==> src/rtl/xio_bus_if.sv <==
// CPU parallel bus as seen by the xio_ctrl register block.
// The master drives the address, strobes and write data; the slave returns read data.
interface xio_bus_if #(
  parameter int ADDR_W = 3,
  parameter int DATA_W = 32
);
  logic [ADDR_W-1:0] par_addr;
  logic              par_re;
  logic              par_we;
  logic [DATA_W-1:0] par_in;
  logic [DATA_W-1:0] par_out;

  modport master (output par_addr, par_re, par_we, par_in, input par_out);
  modport slave  (input par_addr, par_re, par_we, par_in, output par_out);
endinterface

==> src/rtl/xio_ctrl.sv <==
// Memory-mapped I/O block: debounced buttons with sticky press flags, synced switches,
// LED register and seedable Galois LFSR. Define IO_IRQ_EN to add IRQ_MASK and the press irq.
module xio_ctrl #(
  parameter int ADDR_W     = 3,
  parameter int DATA_W     = 32,
  parameter int N_BTN      = 4,
  parameter int N_SW       = 7,
  parameter int N_LED      = 8,
  parameter int DEB_CYCLES = 500000,
  parameter int LFSR_W     = 16,
  parameter logic [LFSR_W-1:0] LFSR_TAPS = 16'hB400
) (
  input  logic             clk,
  input  logic             rst,
  xio_bus_if.slave         bus,
  input  logic [N_BTN-1:0] btn,
  input  logic [N_SW-1:0]  sw,
  output logic [N_LED-1:0] leds,
  output logic             irq
);

  localparam int CNT_W = (DEB_CYCLES > 2) ? $clog2(DEB_CYCLES) : 1;
  localparam logic [CNT_W-1:0] CNT_MAX = CNT_W'(DEB_CYCLES - 1);

  logic [N_BTN-1:0]  btn_s1_q, btn_s2_q;
  logic [N_SW-1:0]   sw_s1_q, sw_s2_q;
  logic [N_BTN-1:0]  deb_q, deb_d;
  logic [CNT_W-1:0]  cnt_q [N_BTN];
  logic [CNT_W-1:0]  cnt_d [N_BTN];
  logic [N_BTN-1:0]  press_q, press_d, rise;
  logic [N_LED-1:0]  led_q, led_d;
  logic [LFSR_W-1:0] lfsr_q, lfsr_d, lfsr_step, seed;
  logic              irq_q, irq_d;
  logic [DATA_W-1:0] rdata;
  logic              rd_press, wr_led, wr_lfsr;
  logic              unused_bits;

  assign rd_press  = bus.par_re && (bus.par_addr == ADDR_W'(1));
  assign wr_led    = bus.par_we && (bus.par_addr == ADDR_W'(3));
  assign wr_lfsr   = bus.par_we && (bus.par_addr == ADDR_W'(4));
  assign unused_bits = ^bus.par_in;

  // Debouncer: count consecutive cycles the synced value disagrees with the accepted state.
  always_comb begin
    for (int i = 0; i < N_BTN; i++) begin
      deb_d[i] = deb_q[i];
      cnt_d[i] = '0;
      if (btn_s2_q[i] != deb_q[i]) begin
        if (cnt_q[i] == CNT_MAX) begin
          deb_d[i] = ~deb_q[i];
        end else begin
          cnt_d[i] = cnt_q[i] + CNT_W'(1);
        end
      end
    end
  end

  // A new press on the read cycle survives the read-to-clear.
  assign rise    = deb_d & ~deb_q;
  assign press_d = rd_press ? rise : (press_q | rise);

  assign led_d     = wr_led ? bus.par_in[N_LED-1:0] : led_q;
  assign seed      = bus.par_in[LFSR_W-1:0];
  assign lfsr_step = (lfsr_q >> 1) ^ (lfsr_q[0] ? LFSR_TAPS : '0);

  always_comb begin
    lfsr_d = lfsr_step;
    if (wr_lfsr) begin
      lfsr_d = (seed == '0) ? LFSR_W'(1) : seed;
    end
  end

`ifdef IO_IRQ_EN
  logic [N_BTN-1:0] mask_q, mask_d;
  logic             wr_mask;

  assign wr_mask = bus.par_we && (bus.par_addr == ADDR_W'(5));
  assign mask_d  = wr_mask ? bus.par_in[N_BTN-1:0] : mask_q;
  assign irq_d   = |(press_q & mask_q);

  always_ff @(posedge clk) begin
    if (rst) begin
      mask_q <= '0;
    end else begin
      mask_q <= mask_d;
    end
  end
`else
  assign irq_d = 1'b0;
`endif

  always_ff @(posedge clk) begin
    if (rst) begin
      btn_s1_q <= '0;
      btn_s2_q <= '0;
      sw_s1_q  <= '0;
      sw_s2_q  <= '0;
      deb_q    <= '0;
      for (int i = 0; i < N_BTN; i++) cnt_q[i] <= '0;
      press_q  <= '0;
      led_q    <= '0;
      lfsr_q   <= LFSR_W'(1);
      irq_q    <= 1'b0;
    end else begin
      btn_s1_q <= btn;
      btn_s2_q <= btn_s1_q;
      sw_s1_q  <= sw;
      sw_s2_q  <= sw_s1_q;
      deb_q    <= deb_d;
      for (int i = 0; i < N_BTN; i++) cnt_q[i] <= cnt_d[i];
      press_q  <= press_d;
      led_q    <= led_d;
      lfsr_q   <= lfsr_d;
      irq_q    <= irq_d;
    end
  end

  // Read data depends only on the address so a read-with-write returns the pre-edge value.
  always_comb begin
    rdata = '0;
    case (bus.par_addr)
      ADDR_W'(0): rdata[N_BTN-1:0]  = deb_q;
      ADDR_W'(1): rdata[N_BTN-1:0]  = press_q;
      ADDR_W'(2): rdata[N_SW-1:0]   = sw_s2_q;
      ADDR_W'(3): rdata[N_LED-1:0]  = led_q;
      ADDR_W'(4): rdata[LFSR_W-1:0] = lfsr_q;
`ifdef IO_IRQ_EN
      ADDR_W'(5): rdata[N_BTN-1:0]  = mask_q;
`endif
      default:    rdata = '0;
    endcase
  end

  assign bus.par_out = rdata;
  assign leds        = led_q;
  assign irq         = irq_q;

endmodule
==> src/flat_wrapper.sv <==
// flat-port wrapper written by rule: the top's interface ports become plain ports
module xio_ctrl_flat 
#(
  parameter int ADDR_W     = 3,
  parameter int DATA_W     = 32,
  parameter int N_BTN      = 4,
  parameter int N_SW       = 7,
  parameter int N_LED      = 8,
  parameter int DEB_CYCLES = 500000,
  parameter int LFSR_W     = 16,
  parameter logic [LFSR_W-1:0] LFSR_TAPS = 16'hB400
)
  (clk, rst, btn, sw, leds, irq, bus_par_addr, bus_par_re, bus_par_we, bus_par_in, bus_par_out);
  xio_bus_if #(.ADDR_W(ADDR_W), .DATA_W(DATA_W)) bus_i ();
  input  logic clk;
  input  logic rst;
  input  logic [N_BTN-1:0] btn;
  input  logic [N_SW-1:0] sw;
  output logic [N_LED-1:0] leds;
  output logic irq;
  input wire logic [$bits(bus_i.par_addr)-1:0] bus_par_addr;
  input wire logic [$bits(bus_i.par_re)-1:0] bus_par_re;
  input wire logic [$bits(bus_i.par_we)-1:0] bus_par_we;
  input wire logic [$bits(bus_i.par_in)-1:0] bus_par_in;
  output wire logic [$bits(bus_i.par_out)-1:0] bus_par_out;
  assign bus_i.par_addr = bus_par_addr;
  assign bus_i.par_re = bus_par_re;
  assign bus_i.par_we = bus_par_we;
  assign bus_i.par_in = bus_par_in;
  assign bus_par_out = bus_i.par_out;
  xio_ctrl #(.ADDR_W(ADDR_W), .DATA_W(DATA_W), .N_BTN(N_BTN), .N_SW(N_SW), .N_LED(N_LED), .DEB_CYCLES(DEB_CYCLES), .LFSR_W(LFSR_W), .LFSR_TAPS(LFSR_TAPS)) u_core (.clk(clk), .rst(rst), .bus(bus_i), .btn(btn), .sw(sw), .leds(leds), .irq(irq));
endmodule
==> config.mk <==
export PLATFORM = sky130hd
export DESIGN_NAME = xio_ctrl_flat
export DESIGN_NICKNAME = d
export VERILOG_FILES = /design/src/rtl/xio_bus_if.sv /design/src/rtl/xio_ctrl.sv /design/src/flat_wrapper.sv
export SDC_FILE = /design/constraint.sdc
export NUM_CORES = 1
export LEC_CHECK = 0
export BUFFER_PORTS_ARGS = -buffer_cell sky130_fd_sc_hd__buf_2
export CAP_MARGIN = 15
export CORE_MARGIN = 3
export CORE_UTILIZATION = 48
export CTS_CLUSTER_SIZE = 16
export DETAILED_ROUTE_END_ITERATION = 10
export PLACE_DENSITY = 0.69
export SYNTH_ARGS = -nofsm -noshare
export SYNTH_HDL_FRONTEND = slang
export SYNTH_SLANG_ARGS = --single-unit
==> constraint.sdc <==
create_clock -name clk -period 5.1 [get_ports clk]
set_clock_uncertainty 0.15 [all_clocks]
set_input_delay 1.02 -clock clk [delete_from_list [all_inputs] [get_ports clk]]
set_output_delay 1.02 -clock clk [all_outputs]
set_load 0.02 [all_outputs]
# Word level (Yosys, flattened, before mapping)
# Memory sizes are Yosys's and may differ from the RTL's.
# Index checks and enable logic that the tools add are counted.
dict set report op_classes {
  add_sub_neg 4
  n_eq_ne 12
  mux 31
  n_bitwise 12
  n_reduce_logical 5
}
# op n
set op_table {}
lappend op_table {{2-to-1 mux 19 bit} 12}
lappend op_table {{adder 19 x 1 -> 19 bit, second input constant} 4}
lappend op_table {{== test 19 bit, second input constant} 4}
lappend op_table {{2-to-1 mux 16 bit} 3}
lappend op_table {{case mux 4 bit (5 select lines)} 1}
lappend op_table {{logical NOT 16 bit} 1}
lappend op_table {{XOR 15 x 16 -> 16 bit} 1}
lappend op_table {{2-to-1 mux 1 bit} 11}
lappend op_table {{case mux 3 bit (3 select lines)} 1}
lappend op_table {{2-to-1 mux 8 bit} 1}
lappend op_table {{== test 3 x 2 -> 1 bit, second input constant} 2}
lappend op_table {{AND 4 bit} 1}
lappend op_table {{2-to-1 mux 4 bit} 1}
lappend op_table {{inequality test 1 bit} 4}
lappend op_table {{inverter 1 bit} 4}
lappend op_table {{inverter 4 bit} 1}
lappend op_table {{bitwise OR 1 bit} 4}
lappend op_table {{bitwise OR 4 bit} 1}
lappend op_table {{== test 3 x 1 -> 1 bit, second input constant} 1}
lappend op_table {{== test 3 bit, second input constant} 1}
lappend op_table {{logical AND 1 bit} 3}
lappend op_table {{logical NOT 3 bit} 1}
lappend op_table {{case mux 1 bit (2 select lines)} 1}
dict set report totals {
  ff_bits 54
  ramBits 76
  inputBits 50
  output_inout_bits 41
  word_cells 73
  mem_count 1
}
# memory words word_bits rd rd_ports_with_merged_regs write_ports line
set memory_table {}
lappend memory_table {u_core.cnt_q 4 19 4 0 4 xio_ctrl.sv:28} ;# logic [CNT_W-1:0] cnt_q [N_BTN];

# Depth between registers and ports, before layout
# Gate-level depths: netlist of run 1.
# An unclocked memory read counts as a cell.
dict set report depth {
  ltp_word 7
  ltp_mapped 6
}

# Worst setup path before layout of run 1
# OpenSTA, ideal clock, no wires.
dict set report synth_timing {
  kind {input to output}
  startpoint {in bus_par_addr[2]}
  endpoint {out bus_par_out[4]}
  arrival_time_ns 2.163
  required_time_ns 3.930
  slack_ns 1.767
  stages 5
  path_buffers 2
  path_cell_list {clkbuf_1 -> nor2b_1 -> clkbuf_1 -> a22oi_1 -> o21ai_0}
}
dict set report synth_between {
  elab_chain_cells 2
  elab_cells_between_ends 4
}
# item line
set synth_lines {}
lappend synth_lines {{start: declaration} flat_wrapper.sv:21} ;# input wire logic [$bits(bus_i.par_addr)-1:0] bus_par_addr;
lappend synth_lines {{== test 3 bit / == test 3 x 2 -> 1 bit (equally long branches)} xio_ctrl.sv:121} ;# case (bus.par_addr)
lappend synth_lines {{case mux 3 bit (3 select lines) *} xio_ctrl.sv:121}
lappend synth_lines {{end: declaration} flat_wrapper.sv:25} ;# output wire logic [$bits(bus_i.par_out)-1:0] bus_par_out;
# Mark *: on every way between the ends. The rest lies on a longest branch, timed or not.

# Worst setup path after layout of run 1
dict set report layout_timing {
  startpoint {in bus_par_addr[1]}
  endpoint {out bus_par_out[3]}
}
dict set report layout_between {
  elab_chain_cells 2
  elab_cells_between_ends 6
}
# item line
set layout_lines {}
lappend layout_lines {{== test 3 bit (tied with other cells)} xio_ctrl.sv:121}
lappend layout_lines {{case mux 4 bit (5 select lines) *} xio_ctrl.sv:121}
# Marked as above.

==> metrics, run 1 <==
routed vias/inst=around 5.5; Seq/Total Area, Yosys=45.5%; RSZ-0062 raised after global routing=no; vias post-DR=around 4800; Worst Setup Slack, final=1430 ps; Port Buffer Count=57; DIE WIDTH=about 120 um; kind of cell adding the most delay to the critical path=simple AND/OR/NAND/NOR gates; Slowest-stage cell, CP=nor2b_1; crit start category=input port; status=finished clean; Post-CTS Resized=0; WP buf/inv=2; GRT Util Overall=between 10% and 20%; initial antenna violation count=0; clk buf depth=2; Crit Path Category=input port to output pin; VDD IR-drop max=around 260 uV; Final min period=between 3000 and 4000 ps; global-route wire length before repair=approximately 21000 um; Pins Over Slew Limit=0; Mapped Cells=roughly 670; Max FO, Critical Path=13; Worst-Margin Slew=approximately 950 ps; period utilization=a little under three quarters; CP Capture Type=output pin; mapped cell area=between 0.005 and 0.006 mm^2; Routed WL per cell=~14 um; Pleak=~2.3 nW; CTS tree=yes; Clock transition at path regs=about 50 ps; Fmax achieved=about 0.27 GHz; Starting Density=between 40% and 50%; Yosys warning total=0; Routed Antenna Nets=0; pwr dens=about 360 mW/mm^2; Post-synth top flop=dfxtp_1; WP data required=3930 ps; CTS Buf Count=17; gp weighted congestion=just under 0.9; Total Wirelength=approximately 12000 um; hpwl dp=8380 um; H-tree depth=4; Worst-Skew Late Latency=slightly above 400 ps; area added between synthesis and finish=16.5%; Most Frequent Cell on Critical Path=buf_2; core area=0.0115 mm^2; Layout Nets=roughly 780; GR Overflow Total=0; drt drc=0; ANT cells=0; EDFF count, synth=0; clock sink count=130; I/O Pins=~90; Setup violations, final=0; final hold vios=0; pre-CTS setup slack=about 1500 ps; HP Class=register to register; post-CTS setup buffers=0; Root Driver=clkbuf_16; Async SR Flop Fraction=0%; synthesized flop and latch total=130; largest net degree at the start of global routing=35; Max Cap Violations=0; crit-path max cell delay=650 ps; Site Rows=39; DIE HEIGHT=115 um; mean post-synth cell area=8.55 um^2; WP data arrival=2500 ps; layout cells sized above 1=around an eighth; final setup TNS=0 ps; total design power=~0.0024 W; slew margin rel.=about 37%; vias in the first global route=between 4000 and 5000; starting DRC count in detailed routing=between 400 and 500; CTS Hold Bufs=0; Die Area=approximately 0.013 mm^2; worst path cell trace=buf_2 -> nor2b_1 -> a21oi_1 -> o22ai_1 -> buf_2; synth unique cells=between 40 and 50; DR pass1 iterations=5
==> power by group <==
part | total, W | leakage, nW | internal [W] | switching, W
combinational | 0.0000876 | 0.907 | 0.0000310 | 0.0000566
sequential | 0.00104 | 1.05 | 0.00103 | 0.00000955
clock | 0.00126 | 0.297 | 0.000851 | 0.000414
total | 0.00240 | 2.26 | 0.00192 | 0.000480
==> cell families (layout without fill, tap and decap cells) <==
family          after synthesis  after routing  share of synthesized area (%)
simple gates                319            319                           29.4
buf+inv                      55            102                           4.79
xor+xnor                     52             52                           7.96
compound gates              102            102                           10.1
fa+ha+maj                     4              4                          0.875
other cells                   1             17                         0.0656
flops                       130            130                           45.5
mux                           6              6                           1.29
==> worst paths after layout <==
check,from,endpoint,slack (ps),cells past startpoint
worst max-delay path,bus_par_addr[1],bus_par_out[3],1430,5
worst min-delay path,u_core.btn_s1_q[2]$_SDFF_PP0_,u_core.btn_s2_q[2]$_SDFF_PP0_,290,1
worst max register to register,u_core.cnt_q[2][5]$_SDFF_PP0_,u_core.cnt_q[2][17]$_SDFF_PP0_,2930,4
worst min register to register,u_core.btn_s1_q[2]$_SDFF_PP0_,u_core.btn_s2_q[2]$_SDFF_PP0_,290,1
==> layout by cell type, fill, tap and decap left out, types with 6 or more instances in the layout <==
| cell type | Yosys | layout |
|---|---|---|
| dfxtp_1 | 130 | 130 |
| nand2_1 | 78 | 78 |
| nor2_1 | 69 | 69 |
| buf_2 | 3 | 57 |
| a21oi_1 | 53 | 53 |
| xnor2_1 | 34 | 34 |
| nand3_1 | 30 | 30 |
| nor2b_1 | 25 | 25 |
| o21ai_0 | 19 | 19 |
| xor2_1 | 18 | 18 |
| conb_1 | 1 | 17 |
| clkbuf_16 | 0 | 17 |
| or4_1 | 16 | 16 |
| nor4_1 | 15 | 15 |
| nand4_1 | 13 | 13 |
| and2_1 | 12 | 12 |
| or3_1 | 12 | 12 |
| o31ai_1 | 12 | 12 |
| inv_1 | 11 | 11 |
| and4_1 | 7 | 7 |
| nor3_1 | 7 | 7 |
| nand4b_1 | 6 | 6 |
==> per-layer routing <==
layer	vias to the layer above	track usage, %	part of all wire [%]
met1	2272	23.9	45
li1	2416	-	-
met3	11	6.00	5.4
met2	132	30.7	48
met4	0	7.51	1.1
met5	-	0	0
==> layout make-up <==
| cell class | count | area (um^2) |
|---|---|---|
| fill | 1031 | 4850 |
| tap | 143 | 179 |
| timing repair buffer | 61 | 323 |
| sequential | 130 | 2600 |
| clock buffer | 25 | 485 |
| multi-input combinational | 500 | 2910 |
| inverter | 11 | 41.3 |
| clock inverter | 5 | 125 |
==> per-stage QoR <==
stage          hold slack, ps  instances  instance area (um^2)  util [%]
2_1_floorplan             264        685                  5780         -
3_3_place_gp              267        843                  6030      52.3
3_5_place_dp              279        845                  6050      52.5
4_1_cts                   292        875                  6660      57.8
5_1_grt                   313        875                  6660      57.9
6_report                  288        875                  6660      57.9
==> synthesized netlist by cell type (4+ instances only) <==
cell type / instances / area share (%)
mux2i_1: 4 / 0.70
xnor2_1: 34 / 5.2
nand3_1: 30 / 2.6
o21ai_0: 19 / 1.7
nand4b_1: 6 / 0.92
o21ai_1: 4 / 0.35
nor4_1: 15 / 1.6
nor2_1: 69 / 4.5
a21oi_1: 53 / 4.6
clkbuf_1: 24 / 1.6
xor2_1: 18 / 2.8
inv_1: 11 / 0.72
dfxtp_1: 130 / 45
a22oi_1: 5 / 0.66
nor3_1: 7 / 0.61
buf_4: 17 / 2.2
and4_1: 7 / 1.1
nand4_1: 13 / 1.4
nand2_1: 78 / 5.1
o31ai_1: 12 / 1.6
and2_1: 12 / 1.3
nor2b_1: 25 / 2.7
or3_1: 12 / 1.3
nor4b_1: 5 / 0.77
ha_1: 4 / 0.87
or4_1: 16 / 2.1
and3_1: 5 / 0.55
==> state kept, by name, indices dropped and copies added (netlist names) <==
register and count:
u_core.cnt_q 76, u_core.lfsr_q 16, u_core.leds 8, u_core.btn_s2_q 4, u_core.press_q 4, u_core.sw_s2_q 7, u_core.deb_q 4, u_core.btn_s1_q 4
u_core.sw_s1_q 7
Power figures use the tool's default switching activity.
==> run 2: changes to the inputs <==
==> constraint.sdc (replaced) <==
create_clock -name clk -period 3.6 [get_ports clk]
set_clock_uncertainty 0.15 [all_clocks]
set_input_delay 0.72 -clock clk [delete_from_list [all_inputs] [get_ports clk]]
set_output_delay 0.72 -clock clk [all_outputs]
set_load 0.02 [all_outputs]
==> run 2 against run 1 <==
Cell count up 0.57%. Sequential cell count unchanged. Non-clock buffer count grew 3. Utilization rose by 0.60 points. Die area unchanged. Power grew 48%. Hold slack got worse by 0.65 ps. Wire length down 2.0%. First-iteration DRC count is 22% lower. Setup slack worse by 610 ps.
==> metrics, run 2 (synthesis gave the netlist of run 1 again) <==
slew margin rel.=59.5% (+23 points); starting DRC count in detailed routing=374 (-22%); crit-path max cell delay=320 ps (-330 ps); WP buf/inv=3 (+1); global-route wire length before repair=19600 um (-4.7%); Pleak=2.30 nW (+1.8%); Site Rows=39 (unchanged); largest net degree at the start of global routing=36 (+2.9%); Die Area=0.0133 mm^2 (unchanged); vias in the first global route=4328 (-6.1%); H-tree depth=4 (unchanged); Routed WL per cell=13.4 um (-2.5%); GRT Util Overall=18.3% (-0.79 points); area added between synthesis and finish=17.7%; fill cell count=1014 (-1.6%); Post-CTS Resized=0 (unchanged); initial antenna violation count=0 (unchanged); Routed Antenna Nets=0 (unchanged); Most Frequent Cell on Critical Path=buf_2; CTS Hold Bufs=0 (unchanged); Worst-Skew Late Latency=410 ps (about the same); leading cell type in the layout, fill and taps excluded=dfxtp_1; Fmax achieved=between 0.3 and 0.4 GHz; Biggest register=u_core.cnt_q; gp weighted congestion=0.846 (-3.9%); Largest register FFs=76 (unchanged); final setup TNS=0 ps (unchanged); crit start category=input port; status=finished clean; I/O Pins=91 (unchanged); core area=0.0115 mm^2 (unchanged); clock sink count=130 (unchanged); Final min period=2780 ps; Port Buffer Count=57 (unchanged); Slowest-stage cell, CP=nor2b_1; Pins Over Slew Limit=0 (unchanged); total design power=0.00354 W (+48%); pwr dens=526 mW/mm^2 (+46%); GR Overflow Total=0 (unchanged); CTS Buf Count=17 (unchanged); VDD IR-drop max=468 uV (+82%); DR pass1 iterations=4 (-1); final core utilization=58.5% (+0.60 points); HP Class=register to register; WP data required=2730 ps (-1200 ps); Setup violations, final=0 (unchanged); period utilization=a little under 80%; Worst-Margin Slew=605 ps (-344 ps); Root Driver=clkbuf_16; Layout Nets=778 (+0.39%); post-CTS setup buffers=0 (unchanged); drt drc=0 (unchanged); DIE WIDTH=115 um (unchanged); clk buf depth=2 (unchanged); WP data arrival=1910 ps (-590 ps); CP Capture Type=output pin; Clock transition at path regs=50 ps (about the same); hpwl dp=8210 um (-2.0%); Crit Path Category=input port to output pin; Fin Hold WS=287 ps (-0.646 ps); vias post-DR=4764 (-1.4%); Starting Density=49.7% (unchanged); worst path cell trace=buf_2 -> nor2b_1 -> buf_4 -> a22oi_1 -> o22ai_1 -> buf_2; most frequent cells in the layout=dfxtp_1 (130), nand2_1 (78), nor2_1 (69); final hold vios=0 (unchanged); routed vias/inst=5.41 (-1.9%); kind of cell adding the most delay to the critical path=buffers and inverters; Max Cap Violations=0 (unchanged); Total Wirelength=11800 um (-2.0%); CTS tree=yes; Max FO, Critical Path=13 (unchanged); layout cells sized above 1=14.0% (+0.72 points); DIE HEIGHT=115 um (unchanged); RSZ-0062 raised after global routing=no; ANT cells=0 (unchanged)
[run 2: cell types whose count changed in the layout (fill, tap and decap cells not counted), moves of 2 or more]
cell / delta
buf_4: +5
clkinv_2: +2
buf_6: -2
clkbuf_1: -2
bufinv_16: +2
[run 2: metal layers]
layer / global-route usage [%] / vias to the layer above / part of all wire, %
li1: - / 2428 / -
met1: 22.5 / 2225 / 46
met2: 29.8 / 97 / 47
met3: 5.63 / 14 / 4.7
met4: 7.59 / 0 / 1.6
met5: 0 / - / 0
[run 2: worst paths after layout]
| check | from | endpoint | slack [ps] | cells after the start |
|---|---|---|---|---|
| worst max register to register | u_core.cnt_q[2][0]$_SDFF_PP0_ | u_core.cnt_q[2][16]$_SDFF_PP0_ | 1360 | 5 |
| worst min-delay path | u_core.btn_s1_q[0]$_SDFF_PP0_ | u_core.btn_s2_q[0]$_SDFF_PP0_ | 290 | 1 |
| worst min register to register | u_core.btn_s1_q[0]$_SDFF_PP0_ | u_core.btn_s2_q[0]$_SDFF_PP0_ | 290 | 1 |
| worst max-delay path | bus_par_addr[1] | bus_par_out[2] | 820 | 6 |
[run 2: report_power, final]
group	total, W	switching (W)	internal (W)
clock network	0.00194	0.000608	0.00133
registers	0.00148	0.0000132	0.00146
logic	0.000124	0.0000792	0.0000450
total	0.00354	0.000700	0.00284
[run 2: area by class of cell]
class	count	area, um^2	share of cell area, %
timing repair buffer	64	338	5.02
clock inverter	10	204	3.03
sequential	130	2600	38.7
tap	143	179	2.66
inverter	11	41.3	0.613
clock buffer	22	464	6.89
multi-input combinational	500	2900	43.1
[run 2: per-stage QoR]
step	cell area (um^2)	setup slack (ps)	instances
after global placement	6060	852	848
after global routing	6730	682	880
final	6730	825	880
after floorplan	5780	867	685
after detailed placement	6060	830	848
after CTS	6730	835	880
==> run 3: changes to the inputs <==
--- a/config.mk
+++ b/config.mk
@@ -11,7 +11,7 @@
 export CORE_UTILIZATION = 48
 export CTS_CLUSTER_SIZE = 16
 export DETAILED_ROUTE_END_ITERATION = 10
-export PLACE_DENSITY = 0.69
+export PLACE_DENSITY = 0.72
 export SYNTH_ARGS = -nofsm -noshare
 export SYNTH_HDL_FRONTEND = slang
 export SYNTH_SLANG_ARGS = --single-unit
==> constraint.sdc (replaced) <==
create_clock -name clk -period 2.5 [get_ports clk]
set_clock_uncertainty 0.15 [all_clocks]
set_input_delay 0.5 -clock clk [delete_from_list [all_inputs] [get_ports clk]]
set_output_delay 0.5 -clock clk [all_outputs]
set_load 0.02 [all_outputs]
==> run 3 against run 2 <==
Sequential power up 44%. Die area unchanged. Clock power up 36%.
==> metrics, run 3 (synthesis gave the netlist of run 1 again) <==
Root Driver=clkbuf_16; area added between synthesis and finish=17.8% (about the same); final setup TNS=0 ps (unchanged); Site Rows=39 (unchanged); HP Class=input port to register; clk buf depth=2 (unchanged); Die Area=0.0133 mm^2 (unchanged); Net Switching=0.00104 W (+49%); vias post-DR=4842 (+1.6%); Sw Ratio=21.1% (+1.3 points); Setup violations, final=0 (unchanged); Flop pwr share=43.0% (+1.3 points); CTS Buf Count=17 (unchanged); met2 WL=5820 um (+4.4%); post-CTS setup buffers=0 (unchanged); Worst-Skew Late Latency=410 ps (about the same); Biggest register=u_core.cnt_q; CTS Hold Bufs=0 (unchanged); layout cells sized above 1=14.8% (+0.85 points); Total Wirelength=11900 um (+1.1%); Fmax achieved=0.436 GHz; combinational share of power=3.7% (+0.2 points); DR pass1 iterations=5 (+1); Pleak=2.30 nW (about the same); H-tree depth=4 (unchanged); clock sink count=130 (unchanged); period utilization=about nine tenths; Metal-1 WL=5350 um (-2.2%); Port Buffer Count=57 (unchanged); pre-CTS setup slack=240 ps (-590 ps); final hold vios=0 (unchanged); VDD IR-drop max=413 uV (-12%); initial antenna violation count=0 (unchanged); Worst Setup Slack, final=206 ps (-619 ps); Post-CTS Resized=0 (unchanged); top sig layer=met4; Routed WL per cell=13.5 um (+0.54%); leading cell type in the layout, fill and taps excluded=dfxtp_1; GR Overflow Total=0 (unchanged); Crit Path Category=input port to output pin; largest net degree at the start of global routing=32 (-11%); vias in the first global route=4522 (+4.5%); starting DRC count in detailed routing=478 (+28%); DIE WIDTH=115 um (unchanged); Largest register FFs=76 (unchanged); global-route wire length before repair=20100 um (+2.6%); core area=0.0115 mm^2 (unchanged); clock share of power=53.2% (-1.6 points); Internal=0.00390 W (+37%); Final min period=about 2300 ps; routed vias/inst=5.47 (+1.1%); total design power=0.00494 W (+40%); Layout Nets=783 (+0.64%); GRT Util Overall=18.5% (+0.21 points); DIE HEIGHT=115 um (unchanged); CTS tree=yes; Fin Hold WS=150 ps (-137 ps); WP data arrival=1640 ps (-270 ps); crit start category=input port; status=finished clean; CP Capture Type=output pin; Max Cap Violations=0 (unchanged); most frequent cells in the layout=dfxtp_1 (130), nand2_1 (78), nor2_1 (69); Max FO, Critical Path=13 (unchanged); pwr dens=734 mW/mm^2 (+39%); I/O Pins=91 (unchanged); drt drc=0 (unchanged); Routed met3 length=662 um (+20%); hpwl dp=8520 um (+3.8%); Pins Over Slew Limit=0 (unchanged); Clock transition at path regs=60 ps (about the same); RSZ-0062 raised after global routing=no; Routed Antenna Nets=0 (unchanged); Starting Density=49.7% (unchanged); WP data required=1850 ps (-880 ps); ANT cells=0 (unchanged); gp weighted congestion=0.866 (+2.4%)
[run 3: changes by cell type in the layout (fill, tap and decap cells not counted)]
cell | before | now
buf_4 | 7 | 12
inv_6 | 0 | 1
bufinv_16 | 6 | 4
clkinv_4 | 1 | 3
clkinvlp_4 | 0 | 2
clkinv_2 | 3 | 2
clkbuf_1 | 3 | 1
[run 3: final timing paths]
check	cells past startpoint	slack (ps)	from	endpoint
worst max-delay path	6	210	bus_par_addr[1]	bus_par_out[2]
worst min-delay path	2	150	sw[5]	u_core.sw_s1_q[5]$_SDFF_PP0_
worst min register to register	1	280	u_core.sw_s1_q[5]$_SDFF_PP0_	u_core.sw_s2_q[5]$_SDFF_PP0_
worst max register to register	4	320	u_core.cnt_q[2][5]$_SDFF_PP0_	u_core.cnt_q[2][17]$_SDFF_PP0_
[run 3: final cells by class]
type	instances	area (um^2)
repair buffers	69	375
fillers	1007	4780
flip-flops and latches	130	2600
inverters	11	41.3
multi-input cells	500	2900
well taps	143	179
clock inverters	12	180
clock buffers	20	457
[run 3: power by group through the flow]
| stage | sequential (W) | combinational (W) | clock, W |
|---|---|---|---|
| finish | 0.00213 | 0.000185 | 0.00263 |
| global route | 0.00213 | 0.000204 | 0.00278 |
| CTS | 0.00213 | 0.000184 | 0.00268 |
| detailed placement | 0.00217 | 0.000183 | 0 |
| global placement | 0.00217 | 0.000179 | 0 |
| floorplan | 0.00217 | 0.000138 | 0 |
[run 3: routing by layer]
layer,global-route usage [%],vias to the layer above
met2,31.0,133
li1,-,2437
met3,6.05,10
met4,5.24,0
met1,22.8,2262
met5,0,-
[run 3: stage by stage]
| step | cells | util, % | area (um^2) |
|---|---|---|---|
| floorplan | 685 | - | 5780 |
| global placement | 853 | 53.0 | 6100 |
| detailed placement | 853 | 53.0 | 6100 |
| CTS | 885 | 58.5 | 6740 |
| global route | 885 | 58.5 | 6740 |
| finish | 885 | 58.5 | 6740 |
[run 3: critical path: stages]
cell and delay, ps:
buf_2 240, nor2b_1 260, buf_4 200, a22oi_1 80, o22ai_1 170, buf_2 190
